## src/rtl/mul_div_unit_divider.sv

```systemverilog
// Iterative 32-bit restoring divider for RV32M DIV/DIVU/REM/REMU.
// One quotient bit per cycle; divide-by-zero and signed overflow resolve without iterating.
module mul_div_unit_divider (
  input  logic        clk,
  input  logic        reset,
  input  logic        start,
  input  logic [1:0]  op,
  input  logic [31:0] dividend,
  input  logic [31:0] divisor,
  input  logic [4:0]  rd_in,
  input  logic        flush,
  output logic        busy,
  output logic        done,
  output logic [31:0] result,
  output logic [4:0]  rd_out
);

  typedef enum logic [1:0] {IDLE, CALC, FIX, DONE} state_t;

  state_t      state_q;
  logic [5:0]  count_q;
  logic [1:0]  op_q;
  logic [4:0]  rd_q;
  logic        neg_quo_q;
  logic        neg_rem_q;
  logic [31:0] quo_q;
  logic [31:0] rem_q;
  logic [31:0] dmag_q;
  logic        busy_q;
  logic        done_q;
  logic [31:0] result_q;
  logic [4:0]  rd_out_q;

  logic        is_signed;
  logic        is_rem;
  logic        a_neg;
  logic        b_neg;
  logic [31:0] a_mag;
  logic [31:0] b_mag;
  logic        div_zero;
  logic        overflow;
  logic [31:0] special_res;
  logic [32:0] rem_tmp;
  logic        ge;
  logic [31:0] rem_d;
  logic [31:0] quo_d;
  logic [31:0] fix_res;

  // Request decode: magnitudes, sign flags and special-case results.
  always_comb begin
    is_signed   = ~op[0];
    is_rem      = op[1];
    a_neg       = is_signed & dividend[31];
    b_neg       = is_signed & divisor[31];
    a_mag       = a_neg ? (32'd0 - dividend) : dividend;
    b_mag       = b_neg ? (32'd0 - divisor) : divisor;
    div_zero    = (divisor == 32'd0);
    overflow    = is_signed && (dividend == 32'h8000_0000) && (divisor == 32'hFFFF_FFFF);
    special_res = 32'd0;
    if (div_zero)
      special_res = is_rem ? dividend : 32'hFFFF_FFFF;
    else
      special_res = is_rem ? 32'd0 : 32'h8000_0000;
  end

  // Restoring step; the 33-bit partial remainder keeps large unsigned divisors exact.
  always_comb begin
    rem_tmp = {rem_q, quo_q[31]};
    ge      = (rem_tmp >= {1'b0, dmag_q});
    rem_d   = ge ? (rem_tmp[31:0] - dmag_q) : rem_tmp[31:0];
    quo_d   = {quo_q[30:0], ge};
    fix_res = 32'd0;
    if (op_q[1])
      fix_res = neg_rem_q ? (32'd0 - rem_q) : rem_q;
    else
      fix_res = neg_quo_q ? (32'd0 - quo_q) : quo_q;
  end

  always_ff @(posedge clk or posedge reset) begin
    if (reset) begin
      state_q   <= IDLE;
      count_q   <= 6'd0;
      op_q      <= 2'd0;
      rd_q      <= 5'd0;
      neg_quo_q <= 1'b0;
      neg_rem_q <= 1'b0;
      quo_q     <= 32'd0;
      rem_q     <= 32'd0;
      dmag_q    <= 32'd0;
      busy_q    <= 1'b0;
      done_q    <= 1'b0;
      result_q  <= 32'd0;
      rd_out_q  <= 5'd0;
    end else begin
      done_q <= 1'b0;
      case (state_q)
        IDLE: begin
          if (start && !flush) begin
            op_q      <= op;
            rd_q      <= rd_in;
            neg_quo_q <= a_neg ^ b_neg;
            neg_rem_q <= a_neg;
            if (div_zero || overflow) begin
              result_q <= special_res;
              rd_out_q <= rd_in;
              done_q   <= 1'b1;
              state_q  <= DONE;
            end else begin
              rem_q   <= 32'd0;
              quo_q   <= a_mag;
              dmag_q  <= b_mag;
              count_q <= 6'd32;
              busy_q  <= 1'b1;
              state_q <= CALC;
            end
          end
        end
        CALC: begin
          if (flush) begin
            busy_q  <= 1'b0;
            count_q <= 6'd0;
            state_q <= IDLE;
          end else begin
            rem_q   <= rem_d;
            quo_q   <= quo_d;
            count_q <= count_q - 6'd1;
            if (count_q == 6'd1)
              state_q <= FIX;
          end
        end
        FIX: begin
          busy_q <= 1'b0;
          if (flush) begin
            state_q <= IDLE;
          end else begin
            result_q <= fix_res;
            rd_out_q <= rd_q;
            done_q   <= 1'b1;
            state_q  <= DONE;
          end
        end
        default: state_q <= IDLE;
      endcase
    end
  end

  assign busy   = busy_q;
  assign done   = done_q;
  assign result = result_q;
  assign rd_out = rd_out_q;

endmodule

```

## config.mk

```make
export PLATFORM = sky130hd
export DESIGN_NAME = mul_div_unit_divider
export DESIGN_NICKNAME = d
export VERILOG_FILES = /design/src/rtl/mul_div_unit_divider.sv
export SDC_FILE = /design/constraint.sdc
export NUM_CORES = 1
export LEC_CHECK = 0
export ABC_AREA = 1
export CORE_MARGIN = 2
export CORE_UTILIZATION = 40
export CTS_CLUSTER_SIZE = 40
export DETAILED_ROUTE_END_ITERATION = 10
export PLACE_DENSITY = 0.68
export SYNTH_ARGS = -nofsm -noshare
export SYNTH_HDL_FRONTEND = slang
export SYNTH_SLANG_ARGS = --single-unit
export TNS_END_PERCENT = 20
```

## constraint.sdc

```tcl
create_clock -name clk -period 7.7 [get_ports clk]
set_input_delay 2.31 -clock clk [delete_from_list [all_inputs] [get_ports clk]]
set_output_delay 2.31 -clock clk [all_outputs]
set_load 0.01 [all_outputs]
```

# --- Word-level counts from Yosys, hierarchy flattened ---
# Cells that the tools add are included.
op_classes:
  addsub: 6
  mul: 0
  div: 0
  n_lt_le_gt_ge: 1
  n_eq_ne: 12
  shift: 0
  mux: 43
  n_bitwise: 5
  reduce_logical: 17
ops:
  columns: ["operator", "count"]
  rows:
  - ["2-to-1 mux 32 bit", 18]
  - ["case mux 32 bit (2 select lines)", 3]
  - ["subtractor 1 x 32 -> 32 bit (first input constant)", 4]
  - ["equality test 32 bit (second input constant)", 2]
  - [">= comparator 33 x 32 -> 1 bit", 1]
  - ["zero test 32 bit", 1]
  - ["subtractor 32 bit", 1]
  - ["2-to-1 mux 6 bit", 3]
  - ["2-to-1 mux 5 bit", 3]
  - ["!= test 2 bit (second input constant)", 6]
  - ["case mux 6 bit (2 select lines)", 1]
  - ["AND reduction 4 bit", 3]
  - ["2-to-1 mux 2 bit", 5]
  - ["case mux 5 bit (2 select lines)", 1]
  - ["equality test 6 x 1 -> 1 bit (second input constant)", 1]
  - ["2-to-1 mux 1 bit", 6]
  - ["case mux 2 bit (3 select lines)", 1]
  - ["AND reduction 3 bit", 2]
  - ["subtractor 6 x 1 -> 6 bit (second input constant)", 1]
  - ["AND reduction 2 bit", 2]
  - ["nonzero test 2 bit", 2]
  - ["logical AND 1 bit", 3]
  - ["!= test 3 bit (second input constant)", 1]
  - ["case mux 1 bit (3 select lines)", 1]
  - ["other kinds (10)", 12]
totals:
  register_bits: 152
  latchBits: 0
  ramBits: 0
  mem_bits_ro: 0
  inputBits: 75
  wordCells: 97
  n_memories: 0

# --- Logic depth before layout (Yosys ltp) ---
depth:
  ltp_word: 7
  ltp_mapped: 17

# --- Worst setup path before layout ---
# No wires, ideal clock.
synth_timing:
  path_type: "input-to-reg"
  from: "input divisor[0]"
  to: "register rem_q[13]"
  setup_ns: 0.065
  t_arrival_ns: 3.743
  slack_ns: 3.892
  cell_stages: 13
  path_buffers: 1
  cell_sequence: "inv_1 ha_1 nand3_1 nor2_2 nand3_2 nor2_4 nand3_2 nand3_2 nand2_4 nand2_8 buf_6 nand2_1 nand2_1"
synth_via:
  elab_chain_cells: 5
  word_cells_on_any_way: 6
  cone_classes: "eq/ne: 2; reduce/logical: 4"
synth_lines:
  columns: ["item", "line", "source"]
  rows:
  - ["start, declared", "9", "input logic [31:0] divisor,"]
  - ["equality test 32 bit", "58", "overflow = is_signed && (dividend == 32'h8000_0000) && (divisor == 32'hFFFF_FFFF);"]
  - ["logical AND 1 bit", "58", null]
  - ["logical OR 1 bit (*)", "103", "if (div_zero || overflow) begin"]
  - ["!= test 2 bit (no line) (*)", null, null]
  - ["AND reduction 4 bit (no line) (*)", null, null]
  - ["end signal, assigned", "124", "rem_q <= rem_d;"]
  - ["end, declared", "27", "logic [31:0] rem_q;"]
# Every way passes the cells marked *; elsewhere a longest branch is shown, timed or not.
# A chain may end at the register's enable or synchronous reset.

# --- Worst setup path in the final report ---
layout_timing:
  from: "input dividend[31]"
  to: "register result_q[24] (netlist: result[24])"
layout_via:
  elab_chain_cells: 6
layout_lines:
  columns: ["item", "line", "source"]
  rows:
  - ["start, declared", "8", "input logic [31:0] dividend,"]
  - ["equality test 32 bit", "58", null]
  - ["logical AND 1 bit (2 in series)", "58", null]
  - ["logical OR 1 bit", "103", null]
  - ["!= test 2 bit (no line)", null, null]
  - ["AND reduction 4 bit (no line)", null, null]
  - ["end signal, assigned", "104", "result_q <= special_res;"]
  - ["end signal, assigned", "136", "result_q <= fix_res;"]
  - ["end, declared", "31", "logic [31:0] result_q;"]
# Every way passes these cells.

==> impl_metrics.env <==
export IMPL_status="complete, no violations"
export IMPL_first_iter_violations=1338
export IMPL_cp_data_arrival_time_ps=5670
export IMPL_grt_pass1_wl_um=73500
export IMPL_dr_pass1_iters=6
export IMPL_io_buffer_count=113
export IMPL_synth_commonest_cells="nand2_1 (841), inv_1 (300), nand3_1 (285)"
export IMPL_max_freq_mhz=189
export IMPL_detailedPlace_worstSlack_ps=2070
export IMPL_antennaDiodeCount=0
export IMPL_critPathMaxStageDelay_ps=600
export IMPL_ys_ff_latch=151
export IMPL_dpl_cell_area_um2=15200
export IMPL_synthesis_area_um2=13700
export IMPL_period_needed_ps=5290
export IMPL_crit_required_ps=8070
export IMPL_async_reset_ff_share_pct=100
export IMPL_grt_max_degree=63
export IMPL_clk_pin_slew_ps=70
export IMPL_cts_buffers_inserted=17
export IMPL_criticalPathCategory="input pin to flip-flop"
export IMPL_layout_nets=2527
export IMPL_crit_chain="clkdlybuf4s50_1, nand2_1, nor2_1, nand2_1, nor2_1, nand3_1, nor2_1, nand2_1, nand3_1, nand2_2, buf_4, inv_2, nand3_1, nand2_1"
export IMPL_cts_tree="built"
export IMPL_path_buf_inv=3
export IMPL_final_util_pct=46.9
export IMPL_crit_family="simple AND/OR/NAND/NOR gates"
export IMPL_synth_top_cell_area_share_pct=27.6
export IMPL_multi_input_area_um2=8420
export IMPL_synth_top_area_cell="dfrtp_1"
export IMPL_insertion_delay_ps=440
export IMPL_syn2layout_area_growth_pct=15.1
export IMPL_hp_class="flip-flop to flip-flop"
export IMPL_timing_hold_ws_ps=485
export IMPL_drive_above_1_share_pct=3.02
export IMPL_powerDensity_nw_per_um2=442
export IMPL_ys_types=39
export IMPL_worstMarginPinSlew_ps=1270
export IMPL_root_buffer="clkbuf_16"
export IMPL_ys_flop_type="dfrtp_1"
export IMPL_hold_buffers=0
export IMPL_vias=15300
export IMPL_dieHeight_um=189
export IMPL_start_util_pct=40.7
export IMPL_maxSlewViolCount=0
export IMPL_final_area_um2=15800
export IMPL_worstSetupEndpointType="flip-flop"
export IMPL_remaining_drc_errors=0
export IMPL_maxCapViolations=0
export IMPL_hpwl_um=36400
export IMPL_stdcell_count=2869
export IMPL_rsz0062_at_grt="false"
export IMPL_antenna_found_initial=0
export IMPL_setup_tns_ps=0
export IMPL_yosys_cell_count_top_type="nand2_1"
export IMPL_peakVddDrop_mv=0.232
export IMPL_core_area_um2=33600
export IMPL_placed_cells=2837
export IMPL_syn_nets=2455
export IMPL_syn_area_per_cell_um2=5.86
export IMPL_dieWidth_um=189
export IMPL_wl_per_cell_um=16.1
export IMPL_grt_pass1_vias=14100
export IMPL_worst_path_most_repeated_cell="nand2_1"
export IMPL_power_mw=6.97
export IMPL_postRouteAntennaNets=0
export IMPL_hold_viol_final=0
export IMPL_skew_ps=9.02
export IMPL_dieArea_um2=35700
export IMPL_yosys_warnings=0
export IMPL_synth_edf_count=0
export IMPL_clkSinkCount=151
export IMPL_synth_area_leaders="dfrtp_1 (28%), nand2_1 (23%), nand3_1 (10%)"
export IMPL_post_cts_resize_count=0
export IMPL_via_per_inst=5.32
export IMPL_fill_cells=3589
export IMPL_overflow=0
export IMPL_setup_viol=0
export IMPL_cts_path_max_buffers=2
export IMPL_critPathSlowestCell="clkdlybuf4s50_1"
export IMPL_cts_setup_buffers=0
export IMPL_htreeDepth=4
export IMPL_syn_inst=2336
export IMPL_gp_congestion=0.942
export IMPL_cp_start_kind="input pin"
export IMPL_register_area_um2=3780
export IMPL_grt_total_usage_pct=25.8
export IMPL_leakage_nw=8.17
export IMPL_relSlewSlack_pct=15.6
export IMPL_row_count=67
export IMPL_routed_wl_um=46200
export IMPL_fin_crit_sh_pct=68.8
export IMPL_synth_seq_area_share_pct=27.6
export IMPL_crit_path_max_fanout=42
export IMPL_setup_ws_ps=2410
export IMPL_pin_count=114
## layout by cell type (no fill, tap or decap), drive strengths merged, types with 4 or more instances in the layout
| master | n |
|---|---|
| nand3 | 288 |
| nand4 | 40 |
| nor2 | 229 |
| o21ai | 194 |
| nand3b | 6 |
| ha | 43 |
| clkinv | 4 |
| dfrtp | 151 |
| o21bai | 4 |
| or2 | 8 |
| o22ai | 4 |
| xnor2 | 18 |
| nor3 | 24 |
| inv | 308 |
| xor2 | 34 |
| a21oi | 46 |
| clkinvlp | 6 |
| buf | 15 |
| and2 | 4 |
| nand2 | 845 |
| clkdlybuf4s50 | 113 |
| o211ai | 7 |
| clkbuf | 19 |
## worst reg2reg max path: cells and delay by family (launching register included)
| kind | cells | cell delay, ps |
|---|---|---|
| AO/OA/AOI/OAI | 3 | 620 |
| adder cells (fa/ha/maj) | 1 | 400 |
| buffers and inverters | 1 | 930 |
| flip-flops | 1 | 480 |
| AND/OR/NAND/NOR | 6 | 970 |
## logic make-up after synthesis
logic type / synth area share, %
compound gates: 9.84
xor+xnor: 3.33
fa+ha+maj: 4.08
buf+inv: 10.9
flops: 27.6
simple gates: 44.2
## worst paths after layout
check	startpoint	to	slack [ps]	depth (start not counted)
setup reg to reg	rem_q[27]	rem_q[16]	4220	11
hold / removal	dmag_q[27]	dmag_q[27]	490	2
min in group asynchronous	reset	rem_q[8]	2290	2
setup / recovery	dividend[31]	result[24]	2410	14
hold reg to reg	dmag_q[27]	dmag_q[27]	490	2
max in group asynchronous	reset	count_q[5]	4210	3
## registers in the layout (all words and copies together), names as in the netlist, 2 cells and up
signal,count
dmag_q,32
rd_q,5
quo_q,32
rd_out,5
state_q,2
rem_q,32
result,32
count_q,6
## layout make-up
type	count	share of cell area, %
clock buffer	19	2.81
multi-input combinational	1803	53.5
tap	448	3.56
timing repair buffer	128	7.90
inverter	307	7.35
sequential	151	24.0
clock inverter	13	0.922
## metal layers
layer	part of all wire (%)	wire length, um	global-route usage, %
met5	0	0	0
met2	46	21000	41.6
met4	3.4	1580	9.59
met3	6.3	2890	3.56
met1	45	20700	35.2
## power by group
part           total [mW]  leakage [nW]  switching (mW)  internal (mW)
clock network       0.859         0.269           0.370          0.489
logic                4.59          5.93            3.08           1.51
registers            1.51          1.97           0.362           1.15
total                6.97          8.17            3.81           3.15
Note: power is estimated with default switching activity, not from simulation.
